`config.mk`:
```
export PLATFORM = sky130hd
export DESIGN_NAME = alu_share_scheduler_flat
export DESIGN_NICKNAME = d
export VERILOG_FILES = /design/src/rtl/alu_share_scheduler_if.sv /design/src/rtl/alu_share_scheduler.sv /design/src/flat_wrapper.sv
export SDC_FILE = /design/constraint.sdc
export NUM_CORES = 1
export LEC_CHECK = 0
export ABC_AREA = 1
export CAP_MARGIN = 20
export CORE_ASPECT_RATIO = 0.8
export CORE_UTILIZATION = 53
export CTS_CLUSTER_DIAMETER = 80
export DETAILED_ROUTE_END_ITERATION = 16
export GPL_ROUTABILITY_DRIVEN = 0
export PLACE_DENSITY = 0.95
export SYNTH_ARGS = -nofsm -noshare
export SYNTH_HDL_FRONTEND = slang
export SYNTH_SLANG_ARGS = --single-unit
```
`constraint.sdc`:
```
create_clock -name clk -period 3.55 [get_ports clk]
set_input_delay 0.71 -clock clk [delete_from_list [all_inputs] [get_ports clk]]
set_output_delay 0.71 -clock clk [all_outputs]
set_load 0.03 [all_outputs]
```
`src/rtl/alu_share_scheduler_if.sv`:
```
// Handshake bundle between two command requesters, the shared-ALU scheduler
// and the single tagged response consumer.
interface alu_share_scheduler_if #(
  parameter int WIDTH = 8
);
  logic             req0_valid;
  logic             req0_ready;
  logic [1:0]       req0_op;
  logic [WIDTH-1:0] req0_a;
  logic [WIDTH-1:0] req0_b;

  logic             req1_valid;
  logic             req1_ready;
  logic [1:0]       req1_op;
  logic [WIDTH-1:0] req1_a;
  logic [WIDTH-1:0] req1_b;

  logic             rsp_valid;
  logic             rsp_ready;
  logic             rsp_id;
  logic [WIDTH-1:0] rsp_y;
  logic             rsp_carry;

  // Scheduler side.
  modport slave (
    input  req0_valid, req0_op, req0_a, req0_b,
    output req0_ready,
    input  req1_valid, req1_op, req1_a, req1_b,
    output req1_ready,
    output rsp_valid, rsp_id, rsp_y, rsp_carry,
    input  rsp_ready
  );

  // Requester / consumer side.
  modport master (
    output req0_valid, req0_op, req0_a, req0_b,
    input  req0_ready,
    output req1_valid, req1_op, req1_a, req1_b,
    input  req1_ready,
    input  rsp_valid, rsp_id, rsp_y, rsp_carry,
    output rsp_ready
  );
endinterface

```
`src/rtl/alu_share_scheduler.sv`:
```
// Round-robin sharing of one AND/OR/XOR/ADD unit between two requesters,
// one operation in flight, tagged result returned with backpressure.
module alu_share_scheduler #(
  parameter int WIDTH = 8,
  parameter int CNT_W = 8
) (
  input  logic                 clk,
  input  logic                 rst_n,
  alu_share_scheduler_if.slave bus,
  output logic                 busy,
  output logic [CNT_W-1:0]     done_cnt
);

  typedef enum logic [1:0] {
    IDLE = 2'd0,
    EXEC = 2'd1,
    RESP = 2'd2
  } state_t;

  typedef enum logic [1:0] {
    OP_AND = 2'b00,
    OP_OR  = 2'b01,
    OP_XOR = 2'b10,
    OP_ADD = 2'b11
  } op_t;

  state_t           state, state_nxt;
  op_t              op_q;
  logic [WIDTH-1:0] a_q, b_q;
  logic             last_grant;
  logic             rsp_id_q;
  logic [WIDTH-1:0] rsp_y_q;
  logic             rsp_carry_q;

  logic             grant_id;
  logic             accept;
  logic             rsp_fire;
  logic [WIDTH-1:0] exec_y;
  logic             exec_carry;
  logic [WIDTH:0]   sum;

  // A lone valid wins outright; under contention the requester not served last wins.
  always_comb begin
    // NOTE: every signal written in a combinational block gets a default first,
    // so no path leaves it unassigned and no latch is inferred.
    grant_id = 1'b0;
    if (bus.req0_valid && bus.req1_valid) grant_id = ~last_grant;
    else if (bus.req1_valid)              grant_id = 1'b1;
  end

  assign bus.req0_ready = (state == IDLE) && bus.req0_valid && !grant_id;
  assign bus.req1_ready = (state == IDLE) && bus.req1_valid &&  grant_id;
  assign accept         = bus.req0_ready || bus.req1_ready;
  assign rsp_fire       = (state == RESP) && bus.rsp_ready;

  assign bus.rsp_valid  = (state == RESP);
  assign bus.rsp_id     = rsp_id_q;
  assign bus.rsp_y      = rsp_y_q;
  assign bus.rsp_carry  = rsp_carry_q;
  assign busy           = (state != IDLE);

  always_ff @(posedge clk or negedge rst_n) begin
    if (!rst_n) state <= IDLE;
    else        state <= state_nxt;
  end

  always_comb begin
    state_nxt = state;
    unique case (state)
      IDLE:    if (accept)   state_nxt = EXEC;
      EXEC:                  state_nxt = RESP;
      RESP:    if (rsp_fire) state_nxt = IDLE;
      default:               state_nxt = IDLE;
    endcase
  end

  assign sum = {1'b0, a_q} + {1'b0, b_q};

  always_comb begin
    exec_y     = '0;
    exec_carry = 1'b0;
    unique case (op_q)
      OP_AND: exec_y = a_q & b_q;
      OP_OR:  exec_y = a_q | b_q;
      OP_XOR: exec_y = a_q ^ b_q;
      OP_ADD: {exec_carry, exec_y} = sum;
      default: ;
    endcase
  end

  always_ff @(posedge clk or negedge rst_n) begin
    if (!rst_n) begin
      op_q        <= OP_AND;
      a_q         <= '0;
      b_q         <= '0;
      last_grant  <= 1'b1;
      rsp_id_q    <= 1'b0;
      rsp_y_q     <= '0;
      rsp_carry_q <= 1'b0;
      done_cnt    <= '0;
    end else begin
      // NOTE: sequential state uses non-blocking assignments so every register
      // samples pre-edge values regardless of statement order.
      if (accept) begin
        op_q       <= op_t'(grant_id ? bus.req1_op : bus.req0_op);
        a_q        <= grant_id ? bus.req1_a : bus.req0_a;
        b_q        <= grant_id ? bus.req1_b : bus.req0_b;
        rsp_id_q   <= grant_id;
        last_grant <= grant_id;
      end
      // Result registers hold their value after the response is consumed.
      if (state == EXEC) begin
        rsp_y_q     <= exec_y;
        rsp_carry_q <= exec_carry;
      end
      if (rsp_fire) done_cnt <= done_cnt + CNT_W'(1);
    end
  end

endmodule

```
`src/flat_wrapper.sv`:
```
// flat-port wrapper written by rule: the top's interface ports become plain ports
module alu_share_scheduler_flat 
#(
  parameter int WIDTH = 8,
  parameter int CNT_W = 8
)
  (clk, rst_n, busy, done_cnt, bus_req0_valid, bus_req0_op, bus_req0_a, bus_req0_b, bus_req0_ready, bus_req1_valid, bus_req1_op, bus_req1_a, bus_req1_b, bus_req1_ready, bus_rsp_valid, bus_rsp_id, bus_rsp_y, bus_rsp_carry, bus_rsp_ready);
  alu_share_scheduler_if #(.WIDTH(WIDTH)) bus_i ();
  input  logic clk;
  input  logic rst_n;
  output logic busy;
  output logic [CNT_W-1:0] done_cnt;
  input wire logic [$bits(bus_i.req0_valid)-1:0] bus_req0_valid;
  input wire logic [$bits(bus_i.req0_op)-1:0] bus_req0_op;
  input wire logic [$bits(bus_i.req0_a)-1:0] bus_req0_a;
  input wire logic [$bits(bus_i.req0_b)-1:0] bus_req0_b;
  output wire logic [$bits(bus_i.req0_ready)-1:0] bus_req0_ready;
  input wire logic [$bits(bus_i.req1_valid)-1:0] bus_req1_valid;
  input wire logic [$bits(bus_i.req1_op)-1:0] bus_req1_op;
  input wire logic [$bits(bus_i.req1_a)-1:0] bus_req1_a;
  input wire logic [$bits(bus_i.req1_b)-1:0] bus_req1_b;
  output wire logic [$bits(bus_i.req1_ready)-1:0] bus_req1_ready;
  output wire logic [$bits(bus_i.rsp_valid)-1:0] bus_rsp_valid;
  output wire logic [$bits(bus_i.rsp_id)-1:0] bus_rsp_id;
  output wire logic [$bits(bus_i.rsp_y)-1:0] bus_rsp_y;
  output wire logic [$bits(bus_i.rsp_carry)-1:0] bus_rsp_carry;
  input wire logic [$bits(bus_i.rsp_ready)-1:0] bus_rsp_ready;
  assign bus_i.req0_valid = bus_req0_valid;
  assign bus_i.req0_op = bus_req0_op;
  assign bus_i.req0_a = bus_req0_a;
  assign bus_i.req0_b = bus_req0_b;
  assign bus_req0_ready = bus_i.req0_ready;
  assign bus_i.req1_valid = bus_req1_valid;
  assign bus_i.req1_op = bus_req1_op;
  assign bus_i.req1_a = bus_req1_a;
  assign bus_i.req1_b = bus_req1_b;
  assign bus_req1_ready = bus_i.req1_ready;
  assign bus_rsp_valid = bus_i.rsp_valid;
  assign bus_rsp_id = bus_i.rsp_id;
  assign bus_rsp_y = bus_i.rsp_y;
  assign bus_rsp_carry = bus_i.rsp_carry;
  assign bus_i.rsp_ready = bus_rsp_ready;
  alu_share_scheduler #(.WIDTH(WIDTH), .CNT_W(CNT_W)) u_core (.clk(clk), .rst_n(rst_n), .bus(bus_i), .busy(busy), .done_cnt(done_cnt));
endmodule
```
==> run summary <==
Final HPWL DP = 4440 um
initial antenna violation count = 0
vias = 2380
Synth Net Count = 375
post-synthesis cell type count = 32
status = finished clean
vias per inst = 5.47
clk sinks = 39
measured slew at the worst slew-check pin = 843 ps
Seq cells post-synth = 39
total of max-cap violations = 0
post-route ant nets = 0
Synth-to-Final Area Change = 30.7%
Final Routed Wirelength = 6090 um
Pins Over Slew Limit = 0
largest net degree at the start of global routing = 40
CP Launch Point = bus_req1_valid
vias in the first global route = 2348
first-pass GRT wire length = 10400 um
commonest cells after routing, fill and taps aside = nand2_1 (64), clkdlybuf4s50_1 (61), inv_1 (43), nand3_1 (38), dfrtp_1 (38)
CP arrival = 2400 ps
final count of hold timing violations = 0
Hold-fix buffers, CTS = 0
post-synthesis cell count = 316
Max-slew headroom = 43.8%
die height = 63.2 um
Leak = 1.59 nW
Final min period = 3110 ps
io pins = 63
worst-case reg-to-reg path depth = 11
Initial Utilization = 57.3%
DIE AREA = 0.00497 mm^2
worst hold path depth = 2
PostCTS Resize Cnt = 0
clk_skew = 10.7 ps
first-pass detailed-route iteration total = 6
Crit path required time = 2840 ps
GRT Overall Usage = 27.4%
Horiz. Die Dim = 78.5 um
clock latency on the worst-skew pair = 300 ps
clock buffer depth = 2
R2R Path End = u_core.bus.rsp_y[4]
crit path to = bus_req0_ready
Iter 0 DRT Violations = 225
CTS root buffer = clkbuf_8
Setup Viol. Count Final = 0
Peak Freq = 0.321 GHz
final layout net count = 436
number of remaining DRC errors = 0
Core Area = 0.00434 mm^2
drt wl/cell = 14.0 um
RR Startpoint = u_core.b_q[0]
CP endpoint kind = output pin
Post-CTS Setup Bufs = 0
Worst Setup Start Kind = input port
period utilisation layout = 87.7%
VDD IR max = 612 uV
IO Port Bufs = 62
Hold WC Path Type = flop to flop
PwrDens = 959 mW/mm^2
Worst-path clk slew = 80 ps
Fin Hold WS = 471 ps
setup tns final = 0 ps
# rows = 21
RSZ-0062 raised after global routing = false
commonest non-fill, non-tap cell in the layout = nand2_1
YS warnings = 0
share of cells above drive strength 1 = 8.99%
clock buffers created by TritonCTS = 5
critical path class = input port to output pin
Worst Path Max Fanout = 11
Worst R2R Setup Slack = 1650 ps
total gr overflow = 0
TritonCTS clock tree = built
Netlist Area Pre-Place = 0.00248 mm^2
sequential area share after synthesis = 39.3%
Avg Cell Area, Syn = 7.86 um^2
diodes inserted = 0
CTS HTree Levels = 2
[flip-flops by register name, summed over array words and instances, names as in the netlist]
| register | flops |
|---|---|
| u_core.last_grant | 1 |
| u_core.bus.rsp_y | 8 |
| u_core.b_q | 8 |
| u_core.op_q | 2 |
| u_core.a_q | 8 |
| u_core.bus.rsp_carry | 1 |
| u_core.done_cnt | 8 |
| u_core.bus.rsp_id | 1 |
| u_core.state | 2 |
[through the flow]
stage	area [um^2]	util, %	power [mW]	cells	worst slack, ps
6_report	3250	74.9	3.11	435	438
3_5_place_dp	3130	72.2	2.67	427	452
2_1_floorplan	2480	-	2.15	316	1190
4_1_cts	3250	74.9	3.10	435	432
5_1_grt	3250	74.9	3.38	435	346
3_3_place_gp	3130	72.2	2.58	427	456
[kinds of logic after synthesis]
family,count (synthesis),share of synthesized area (%)
simple gates,148,28.2
buf+inv,58,9.67
compound gates,45,10.5
flops,39,39.3
fa+ha+maj,18,9.37
xor+xnor,7,2.47
mux,1,0.453
[worst min-delay path by stage]
stage                     endpoint  slack, ps           startpoint
2_1_floorplan        u_core.a_q[0]        410                rst_n
3_3_place_gp     u_core.last_grant        460    u_core.last_grant
3_5_place_dp   u_core.bus.rsp_y[2]        470  u_core.bus.rsp_y[2]
4_1_cts          u_core.last_grant        480    u_core.last_grant
5_1_grt        u_core.bus.rsp_y[2]        500  u_core.bus.rsp_y[2]
6_report         u_core.last_grant        470    u_core.last_grant
[report_power, final]
group / internal [mW] / leakage [nW] / total, mW / switching (mW)
combinational: 0.722 / 1.08 / 1.87 / 1.15
sequential: 0.655 / 0.454 / 0.857 / 0.203
clock: 0.213 / 0.0587 / 0.383 / 0.170
[synthesized netlist by cell type, drive strengths merged]
master	instances	area (um^2)
dfrtp	38	951
a31oi	18	113
or2	3	18.8
dfstp	1	26.3
mux2	1	11.3
xnor2	3	26.3
o2111ai	1	8.76
nand4	3	18.8
nand3b	2	15.0
clkbuf	1	3.75
buf	10	60.1
xor2	4	35.0
o22ai	1	6.26
o221ai	1	8.76
inv	47	176
ha	17	213
nand2	68	275
a221oi	1	8.76
nor2	32	163
o21ai	11	55.1
fa	1	20.0
nand3	40	210
a21oi	12	60.1
[critical path, cell delays in order]
cell             delay (ps)
clkdlybuf4s50_1         600
buf_4                   270
a21oi_1                 130
clkdlybuf4s50_1         690
[area by class of cell]
type | instances | area, um^2
multi-input combinational | 219 | 1270
fill | 324 | 1090
sequential | 39 | 977
timing repair buffer | 65 | 638
inverter | 47 | 176
tap | 57 | 71.3
clock buffer | 5 | 68.8
clock inverter | 3 | 47.5
[per-layer routing]
metal	share of wire, %	track usage, %	vias up	wire (um)
met4	3.7	13.7	0	224
met1	41	32.7	1093	2480
met3	6.7	7.97	33	407
li1	-	-	1151	-
met2	49	45.1	103	2990
met5	0	0	-	0
Note: power is estimated with default switching activity, not from simulation.
